## src/rtl/mem_tester.sv

```systemverilog
// mem_tester: parametrised memory test master on a req/ack memory bus.
// Writes a selectable data pattern over an address window, reads it back,
// and reports mismatch count and first failing address.
// Optional bus-hang timeout: define MEM_TESTER_TIMEOUT_EN.
module mem_tester #(
  parameter int unsigned       ADDR_W    = 32,
  parameter int unsigned       DATA_W    = 32,
  parameter logic [ADDR_W-1:0] BASE_ADDR = '0,
  parameter int unsigned       NUM_WORDS = 256,
  parameter int unsigned       STRIDE    = 4,
  parameter int unsigned       TIMEOUT   = 1023
) (
  input  logic              clk,
  input  logic              reset,
  input  logic              start,
  input  logic [1:0]        mode,
  output logic              mem_read,
  output logic              mem_write,
  input  logic              mem_ack,
  output logic [ADDR_W-1:0] mem_addr,
  input  logic [DATA_W-1:0] mem_read_data,
  output logic [DATA_W-1:0] mem_write_data,
  output logic              busy,
  output logic              done,
  output logic [15:0]       err_count,
  output logic [ADDR_W-1:0] first_err_addr,
  output logic              timeout,
  output logic [2:0]        state
);

  localparam int unsigned IDX_W = (NUM_WORDS > 1) ? $clog2(NUM_WORDS) : 1;

  if (DATA_W < 8) begin : g_chk_data_w
    $error("mem_tester: DATA_W must be at least 8");
  end
  if (NUM_WORDS < 1 || TIMEOUT < 1) begin : g_chk_counts
    $error("mem_tester: NUM_WORDS and TIMEOUT must be at least 1");
  end

  typedef enum logic [2:0] {
    IDLE   = 3'd0,
    PRE_WR = 3'd1,
    WR     = 3'd2,
    PRE_RD = 3'd3,
    RD     = 3'd4,
    DONE   = 3'd5
  } state_t;

  state_t             cur_state, nxt_state;
  logic [IDX_W-1:0]   idx, idx_n;
  logic [1:0]         mode_q, mode_n;
  logic [ADDR_W-1:0]  addr_n, fea_n;
  logic [DATA_W-1:0]  wdata_n;
  logic               rd_n, wr_n, busy_n, done_n, to_q, to_n;
  logic [15:0]        err_n;
  logic               last;

  function automatic logic [DATA_W-1:0] pattern(input logic [1:0] m,
                                                input logic [IDX_W-1:0] i);
    logic [ADDR_W-1:0] a;
    logic [DATA_W-1:0] p;
    a = BASE_ADDR + ADDR_W'(STRIDE) * ADDR_W'(i);
    p = '0;
    case (m)
      2'd0: p = DATA_W'(a);
      2'd1: p = ~DATA_W'(a);
      2'd2: p = DATA_W'(1) << (32'(i) % DATA_W);
      default: begin
        for (int unsigned b = 0; b < DATA_W; b++) p[b] = (b % 2 == 1) ^ i[0];
      end
    endcase
    return p;
  endfunction

  assign last  = (idx == IDX_W'(NUM_WORDS - 1));
  assign state = cur_state;

`ifdef MEM_TESTER_TIMEOUT_EN
  localparam int unsigned TCNT_W = (TIMEOUT > 1) ? $clog2(TIMEOUT + 1) : 1;
  logic [TCNT_W-1:0] tcnt, tcnt_n;
  assign timeout = to_q;
`else
  assign timeout = 1'b0;
`endif

  // Next-state and next-output computation; every register has a next value here.
  always_comb begin
    nxt_state = cur_state;
    idx_n     = idx;
    mode_n    = mode_q;
    addr_n    = mem_addr;
    wdata_n   = mem_write_data;
    rd_n      = mem_read;
    wr_n      = mem_write;
    busy_n    = busy;
    done_n    = done;
    err_n     = err_count;
    fea_n     = first_err_addr;
    to_n      = to_q;
`ifdef MEM_TESTER_TIMEOUT_EN
    tcnt_n    = tcnt;
`endif
    case (cur_state)
      IDLE, DONE: begin
        if (start) begin
          nxt_state = PRE_WR;
          idx_n     = '0;
          addr_n    = BASE_ADDR;
          err_n     = '0;
          fea_n     = '0;
          to_n      = 1'b0;
          done_n    = 1'b0;
          busy_n    = 1'b1;
          mode_n    = mode;
        end
      end
      PRE_WR: begin
        wdata_n   = pattern(mode_q, idx);
        wr_n      = 1'b1;
        nxt_state = WR;
`ifdef MEM_TESTER_TIMEOUT_EN
        tcnt_n    = '0;
`endif
      end
      PRE_RD: begin
        rd_n      = 1'b1;
        nxt_state = RD;
`ifdef MEM_TESTER_TIMEOUT_EN
        tcnt_n    = '0;
`endif
      end
      WR, RD: begin
        if (mem_ack) begin
          wr_n = 1'b0;
          rd_n = 1'b0;
          if (cur_state == RD && mem_read_data != pattern(mode_q, idx)) begin
            if (err_count == '0) fea_n = mem_addr;
            if (err_count != 16'hFFFF) err_n = err_count + 16'd1;
          end
          if (last) begin
            idx_n  = '0;
            addr_n = BASE_ADDR;
            if (cur_state == WR) begin
              nxt_state = PRE_RD;
            end else begin
              nxt_state = DONE;
              done_n    = 1'b1;
              busy_n    = 1'b0;
            end
          end else begin
            idx_n     = idx + IDX_W'(1);
            addr_n    = mem_addr + ADDR_W'(STRIDE);
            nxt_state = (cur_state == WR) ? PRE_WR : PRE_RD;
          end
        end
`ifdef MEM_TESTER_TIMEOUT_EN
        else if (tcnt == TCNT_W'(TIMEOUT - 1)) begin
          wr_n      = 1'b0;
          rd_n      = 1'b0;
          to_n      = 1'b1;
          done_n    = 1'b1;
          busy_n    = 1'b0;
          nxt_state = DONE;
        end else begin
          tcnt_n = tcnt + TCNT_W'(1);
        end
`endif
      end
      default: nxt_state = IDLE;
    endcase
  end

  // State and output registers with asynchronous reset.
  always_ff @(posedge clk or posedge reset) begin
    if (reset) begin
      cur_state      <= IDLE;
      idx            <= '0;
      mode_q         <= '0;
      mem_addr       <= '0;
      mem_write_data <= '0;
      mem_read       <= 1'b0;
      mem_write      <= 1'b0;
      busy           <= 1'b0;
      done           <= 1'b0;
      err_count      <= '0;
      first_err_addr <= '0;
      to_q           <= 1'b0;
    end else begin
      cur_state      <= nxt_state;
      idx            <= idx_n;
      mode_q         <= mode_n;
      mem_addr       <= addr_n;
      mem_write_data <= wdata_n;
      mem_read       <= rd_n;
      mem_write      <= wr_n;
      busy           <= busy_n;
      done           <= done_n;
      err_count      <= err_n;
      first_err_addr <= fea_n;
      to_q           <= to_n;
    end
  end

`ifdef MEM_TESTER_TIMEOUT_EN
  // Strobe-cycle counter for the bus-hang abort.
  always_ff @(posedge clk or posedge reset) begin
    if (reset) tcnt <= '0;
    else       tcnt <= tcnt_n;
  end
`endif

endmodule
```

## config.mk

```make
export PLATFORM = sky130hd
export DESIGN_NAME = mem_tester
export DESIGN_NICKNAME = d
export VERILOG_FILES = /design/src/rtl/mem_tester.sv
export SDC_FILE = /design/constraint.sdc
export NUM_CORES = 1
export LEC_CHECK = 0
export ABC_AREA = 0
export CAP_MARGIN = 40
export CORE_ASPECT_RATIO = 1.1
export CORE_UTILIZATION = 40
export DETAILED_ROUTE_END_ITERATION = 8
export PLACE_DENSITY_LB_ADDON = 0.2
export SLEW_MARGIN = 20
export SYNTH_ARGS = -nofsm -noshare
export SYNTH_HDL_FRONTEND = slang
export SYNTH_SLANG_ARGS = --single-unit
export TNS_END_PERCENT = 5
```

## constraint.sdc

```tcl
create_clock -name clk -period 3.5 [get_ports clk]
set_input_delay 0.35 -clock clk [delete_from_list [all_inputs] [get_ports clk]]
set_output_delay 0.35 -clock clk [all_outputs]
set_load 0.02 [all_outputs]
```

======== Word level (Yosys, flattened, before mapping) ========
Index checks and enable logic that the tools add are counted.
W data, S select, Z words.
word-level totals
  output and inout bits ................... 120
  logic and storage cells ................. 90
  bits of input ports ..................... 38
  register bits after elaboration ......... 129
cells by class
  $add $sub $neg .......................... 3
  reductions and logical operators ........ 17
  muxes and demuxes ....................... 39
  shift operators ......................... 1
  equality and inequality tests ........... 17
  bitwise logic cells ..................... 2
operators with widths
  cell                     number
  $mux W32                 8
  $pmux W32 S2             2
  $pmux W32 S3             1
  $mux W16                 4
  $add A32 B3 Y32 const B  1
  $ne A32 B32 Y1           1
  $not A10 Y32             1
  $pmux W16 S2             1
  $shl A1 B5 Y32 const A   1
  $mux W8                  3
  $add A16 B1 Y16 const B  1
  $logic_not A16 Y1        1
  $ne A16 B16 Y1 const B   1
  $pmux W8 S2              1
  $reduce_and A5 Y1        3
  $ne A2 B2 Y1 const B     7
  $mux W3                  4
  $pmux W3 S4              1
  $mux W1                  9
  $add A8 B1 Y8 const B    1
  $eq A8 B8 Y1 const B     1
  $pmux W1 S2              4
  $reduce_and A2 Y1        4
  $eq A3 B2 Y1 const B     2
  other kinds (12)         16

======== Depth between registers and ports, before layout ========
Gate-level depths: netlist of the first run.
  depth after elaboration ................. 9
  depth in mapped cells ................... 13
  gate-level depth less buffers ........... 10

======== Worst setup path before layout of the first run ========
Ideal clock, no wire load.
  path type ............................... register -> register
  from .................................... reg idx[0]
  to ...................................... reg first_err_addr[10]
  stages on the path, launching flop included .. 14
  path buffers ............................ 3
  clock period less this slack ............ 3071 ps
  data required time ...................... 3421 ps
  slack ................................... 429 ps
  setup time .............................. 79 ps
  data arrival time ....................... 2991 ps
  cells stage by stage .................... dfrtp_1 > buf_2 > inv_1 > ha_1 > nor2b_1 > a311o_1 > o21ai_0 > a221o_1 > or4_4 > nor4_4 > a211o_1 > buf_6 > buf_8 > mux2i_1
between the ends
  word-level cells in the longest chain between the ends .. 8
  elaborated cells on any way between the ends .. 10
  classes of those cells .................. 2 x eq/ne; 1 x shift; 3 x mux; 2 x bitwise; 2 x reduce/logical
RTL lines
  element                                 RTL line  text
  start: declaration                      50        logic [IDX_W-1:0] idx, idx_n;
  start signal: assignment                190       idx <= idx_n;
  $shl A1 B5 Y32 (tied with other cells)  67        2'd2: p = DATA_W'(1) << (32'(i) % DATA_W);
  $pmux W32 S3 (*)                        64        case (m)
  $mux W32 (*)                            133       if (mem_ack) begin
  $mux W32 (*)                            103       case (cur_state)
  $ne A32 B32 Y1 (*)                      136       if (cur_state == RD && mem_read_data != pattern(mode_q, idx)) begin
  $logic_and A1 B1 Y1 (*)                 136
  $ne A2 B2 Y1 (no source line) (*)       n/a
  $reduce_and A5 Y1 (no source line) (*)  n/a
  end signal: assignment                  199       first_err_addr <= fea_n;
  end: declaration                        26        output logic [ADDR_W-1:0] first_err_addr,
Every way passes the cells marked *; elsewhere a longest branch is shown, timed or not. The select of a mux whose other input is x is not followed.
A chain may end at the register's enable or synchronous reset.

======== Final worst setup path of the first run ========
  from .................................... reg idx[1]
  to ...................................... reg first_err_addr[2]
between the ends
  word-level cells in the longest chain between the ends .. 8
  elaborated cells on any way between the ends .. 9
  classes of those cells .................. 2 x eq/ne; 1 x shift; 3 x mux; 1 x bitwise; 2 x reduce/logical
RTL lines
  element                                         RTL line
  $shl A1 B5 Y32 or $not A10 Y32 (tied branches)  67, 66
  $pmux W32 S3 (*)                                64
  $mux W32 (*)                                    133
  $mux W32 (*)                                    103
  $ne A32 B32 Y1 (*)                              136
  $logic_and A1 B1 Y1 (*)                         136
  $ne A2 B2 Y1 (no source line) (*)               n/a
  $reduce_and A5 Y1 (no source line) (*)          n/a
Marked as above.

==> results.cfg, run 1 <==
[pwr]
ir_drop_mv = 0.3775
power_density_nw_per_um2 = 699.1
p_leak_nw = 4.315

[finish]
fin_nets = 1057
syn_to_final_growth_pct = 35.93
drive_above_1_share = 0.1027
fill_cells = 1650
layout_common_cells = 154 x clkdlybuf4s50_1, 126 x dfrtp_1, 109 x nand2_1, 70 x nor2_1, 55 x o21ai_0
final_common_cell = clkdlybuf4s50_1
antenna_cells = 0
final_area_um2 = 10050

[yosys]
synth_cells = 843
ys_seq_area_frac = 0.4263
ys_warn_count = 0
synth_flop_cell = dfrtp_1
synth_top_area_cell = dfrtp_1
synth.top_cell.area_share = 0.4263
synth_area_per_cell_um2 = 8.773
ys_seq_elements = 126
ys_types = 79
syn-cell-area_um2 = 7396
synthTopCellsByArea = dfrtp_1 43%, nand2_1 5.5%, mux2i_1 4.9%
synth_edf_count = 0
async_reset_ff_frac = 1.000

[floorplanning]
dieHeight_um = 144.6
dieArea_um2 = 19040
core-area_um2 = 17930
io_pins = 158
dieWidth_um = 131.7
rows = 51
start_util = 0.4125

[grt]
antenna_found_initial = 0
grt_pass1_vias = 6720
grt_use_total = 0.2426
gr-total-overflow = 0
grt_max_degree = 37
grt_pass1_wl_um = 36160

[drt]
viasPerCell = 5.479
ant_nets = 0
drc = 0
dr.pass1.iters = 5
vias = 6904
post_drt_wl_per_cell_um = 17.69
wl_um = 22290
drt_iter0_markers = 429

[place]
dpl_cell_area_um2 = 9413
place_hpwl_um = 16430
gp_congestion = 0.9463
io_buffers = 154

[cts]
clkTransAtPathRegs_ns = 0.06
ctsHoldBuffers = 0
worstSkewPairLatency_ns = 0.43
clock_path_buffers = 2
htree_levels = 4
cts.sinks = 126
cts_buffers = 17
cts_tree = done
root_buffer = clkbuf_16

[worst_setup_path]
crit_required_ns = 3.83
crit_fanout = 16
worstSetupPathType = flop to flop
worstSetupStartpointType = flop
critPathArrivalTime_ns = 3.64
cp-end-kind = flop

[min_path]
hold_path_class = input pin to async pin

[timing]
tightest_slew_ns = 0.6219
period_minus_slack_ns = 3.306
fmax_mhz = 302.5
finClkSkew_ns = 0.01129
rsz0062_at_grt = false
finalCritPeriodShare = 0.9447
tns_ns = 0
final_max_slew_viol_count = 0
maxSlewHeadroom = 0.5816
setup_violations = 0
final-hold-violation-count = 0

[status]
status = completed

[run]
cap_violations = 0
cell usage after synthesis (10+ instances only):
| cell | number |
|---|---|
| ha_1 | 10 |
| nand3_1 | 32 |
| clkbuf_1 | 31 |
| nand2_1 | 109 |
| o21ai_0 | 55 |
| and3_1 | 17 |
| nand2b_1 | 11 |
| nor2b_1 | 15 |
| a31oi_1 | 25 |
| o31ai_1 | 18 |
| buf_2 | 13 |
| xor2_1 | 20 |
| nor2_1 | 72 |
| inv_1 | 50 |
| a21oi_1 | 40 |
| nand4_1 | 14 |
| dfrtp_1 | 126 |
| nor3_1 | 13 |
| mux2i_1 | 36 |
flip-flops by register name (all words and copies together), names as in the netlist:
signal and cells:
busy 1, done 1, err_count 16, first_err_addr 31, idx 8, mem_addr 30, mem_read 1, mem_write 1
mem_write_data 32, mode_q 2, state 3
worst max-delay path: stages, from the launching register on:
cell and delay [ns]:
dfrtp_1 0.43, inv_1 0.14, ha_1 0.36, and2b_1 0.23, nand2_1 0.13, a32o_1 0.28, a221o_1 0.27, or4_4 0.50
nor4_4 0.23, a211o_2 0.23, buf_12 0.18, mux2i_1 0.22
cell type report:
type / instances / area, um2 / share of cell area
multi-input cells: 611 / 3771 / 0.3751
flip-flops and latches: 126 / 3153 / 0.3136
repair buffers: 203 / 2003 / 0.1993
clock buffers: 17 / 425.4 / 0.04231
well taps: 238 / 297.8 / 0.02962
clock inverters: 15 / 211.5 / 0.02103
inverters: 50 / 191.4 / 0.01904
through the flow:
step / power, mW / util / hold slack (ns) / cells / setup slack (ns)
after detailed placement: 5.133 / 0.5249 / 0.4573 / 1228 / 0.2065
after CTS: 7.056 / 0.5605 / 0.3131 / 1260 / 0.1986
after global routing: 7.430 / 0.5607 / 0.3260 / 1260 / 0.02198
after global placement: 5.088 / 0.5219 / 0.4523 / 1225 / 0.1706
final: 7.028 / 0.5607 / 0.3090 / 1260 / 0.1937
after floorplan: 3.909 / - / 0.5004 / 845 / 0.4293
repair_timing:
action	4_1_cts	5_1_grt
endpoints found under the setup margin	0	2
buffers inserted	0	0
gates resized for setup	0	1
routing by layer:
layer | global-route usage | up-vias | wire [um]
met2 | 0.4102 | 225 | 10800
met3 | 0.05643 | 48 | 1234
met5 | 0 | - | 0
met4 | 0.1028 | 0 | 629
met1 | 0.2978 | 3305 | 9623
li1 | - | 3326 | -
worst paths after layout:
| check | start | endpoint | slack (ns) | cells after the start |
|---|---|---|---|---|
| max | idx[1] | first_err_addr[2] | 0.19 | 11 |
| min | reset | mem_addr[6] | 0.31 | 2 |
| max reg2reg | idx[1] | first_err_addr[2] | 0.19 | 11 |
| min reg2reg | mem_write_data[26] | mem_write_data[26] | 0.47 | 2 |
| min in group clk | mem_write_data[26] | mem_write_data[26] | 0.47 | 2 |
| max in group asynchronous | reset | first_err_addr[4] | 2.51 | 3 |
where the power goes:
part / internal (mW) / total [mW] / switching [mW]
Combinational: 1.30 / 3.19 / 1.89
Sequential: 1.71 / 1.92 / 0.212
Clock: 1.20 / 1.91 / 0.711
cell families (layout without fill, tap and decap cells):
| kind of cell | after synthesis | count (layout) | synth area share |
|---|---|---|---|
| other | 1 | 3 | 0.0005070 |
| DFF | 126 | 126 | 0.4263 |
| adders and majority gates | 10 | 10 | 0.01692 |
| xor gates and xnor gates | 28 | 28 | 0.03316 |
| muxes | 40 | 40 | 0.05481 |
| buffers and inverters | 108 | 285 | 0.06682 |
| AOI/OAI and AO/OA | 199 | 199 | 0.1758 |
| and+or+nand+nor | 331 | 331 | 0.2257 |
Power figures use the tool's default switching activity.
==> run 2: changes to the inputs <==
--- a/config.mk
+++ b/config.mk
@@ -10,8 +10,8 @@
 export CORE_ASPECT_RATIO = 1.1
 export CORE_UTILIZATION = 40
 export DETAILED_ROUTE_END_ITERATION = 8
-export PLACE_DENSITY_LB_ADDON = 0.2
-export SLEW_MARGIN = 20
+export PLACE_DENSITY_LB_ADDON = 0.05
+export SLEW_MARGIN = 25
 export SYNTH_ARGS = -nofsm -noshare
 export SYNTH_HDL_FRONTEND = slang
 export SYNTH_SLANG_ARGS = --single-unit
==> results.cfg, run 2 (same netlist as run 1, synthesis figures left out) <==
[drt]
viasPerCell = 5.593
post_drt_wl_per_cell_um = 19.17
vias = 7003
wl_um = 24000
drc = 0
ant_nets = 0
dr.pass1.iters = 5
drt_iter0_markers = 486

[timing]
setup_ws_ns = 0.2388
tightest_slew_ns = 0.6078
finalCritPeriodShare = 0.9318
period_minus_slack_ns = 3.261
final_max_slew_viol_count = 0
maxSlewHeadroom = 0.5939
fmax_mhz = 306.6
setup_violations = 0
rsz0062_at_grt = false
finClkSkew_ns = 0.01082
final-hold-violation-count = 0

[run]
cap_violations = 0

[cts]
postCtsSetupBuffers = 0
root_buffer = clkbuf_16
clkTransAtPathRegs_ns = 0.06
clock_path_buffers = 2
worstSkewPairLatency_ns = 0.43
cts.sinks = 126
cts_buffers = 17
cts.repair.resized = 0
cts_tree = done
ctsHoldBuffers = 0
htree_levels = 4

[floorplanning]
rows = 51
core-area_um2 = 17930
start_util = 0.4125
dieWidth_um = 131.7
io_pins = 158
dieHeight_um = 144.6
dieArea_um2 = 19040

[pwr]
ir_drop_mv = 0.3943
p_leak_nw = 4.291
power_mw = 7.172
power_density_nw_per_um2 = 716.0

[worst_setup_path]
critPathArrivalTime_ns = 3.61
worstSetupPathType = flop to flop
ff2ff_path_depth = 10
crit_fanout = 16
cp-end-kind = flop
cp-startpoint = idx[0]
crit_required_ns = 3.85
rrSetupSlack_ns = 0.24
worstSetupStartpointType = flop
reg2reg_to = first_err_addr[2]
r2r_start = idx[0]

[grt]
gr-total-overflow = 0
grt_use_total = 0.2559
grt_pass1_vias = 6773
grt_pass1_wl_um = 37720
antenna_found_initial = 0
grt_max_degree = 101

[place]
place_hpwl_um = 17660
dp_slack_ns = -0.1265
io_buffers = 154
gp_congestion = 0.9252

[finish]
antenna_cells = 0
multi_input_area_um2 = 3779
drive_above_1_share = 0.09665
fin_nets = 1049
regMostFlops = mem_write_data
largest_reg_flops = 32
top_regs = mem_write_data: 32 flops, first_err_addr: 31 flops, mem_addr: 30 flops
layout_common_cells = 154 x clkdlybuf4s50_1, 126 x dfrtp_1, 109 x nand2_1, 70 x nor2_1, 54 x o21ai_0
syn_to_final_growth_pct = 35.44
final_common_cell = clkdlybuf4s50_1
fill_cells = 1626
seq_area_um2 = 3153

[min_path]
hold_path_class = input pin to async pin

[status]
status = completed
[run 2: per-stage QoR]
stage                     std cells    util  hold WS, ns  instance area, um2  TNS [ns]
after floorplan                 845       -       0.5004                7407         0
after global placement         1219  0.5199       0.4605                9321    -7.401
after detailed placement       1220  0.5205       0.4630                9333    -1.821
after CTS                      1252  0.5577       0.3485               10000         0
after global routing           1252  0.5586       0.3823               10020         0
final                          1252  0.5586       0.3366               10020         0
[run 2: worst max path at each step]
stage	endpoint	slack (ns)	cells past startpoint
after global placement	err_count[2]	-0.23	10
after CTS	err_count[6]	0.001	10
final	first_err_addr[2]	0.24	10
after global routing	first_err_addr[2]	0.07	12
after detailed placement	err_count[6]	-0.13	10
after floorplan	first_err_addr[10]	0.43	13
[run 2: area by class of cell]
cell class	instances	area share
clock buffer	19	0.04422
clock inverter	13	0.02248
inverter	50	0.01911
multi-input combinational	611	0.3772
sequential	126	0.3148
tap	238	0.02973
timing repair buffer	195	0.1925
[run 2: power by group]
part / internal [mW] / switching (mW)
sequential: 1.71 / 0.207
combinational: 1.28 / 1.94
clock: 1.30 / 0.733
[run 2: critical path: stages (launching register included)]
cell and delay, ns:
dfrtp_1 0.43, ha_1 0.29, ha_1 0.32, a311o_1 0.35, nand2_1 0.16, xnor2_1 0.09, or4_1 0.55, nor4_4 0.37
a211o_2 0.23, buf_12 0.18, mux2i_1 0.21
[run 2: metal layers]
metal  routed length [um]  track usage
met5                    0            0
met3                 1201      0.04522
met2                11740       0.4330
met4                  501      0.09058
met1                10560       0.3294
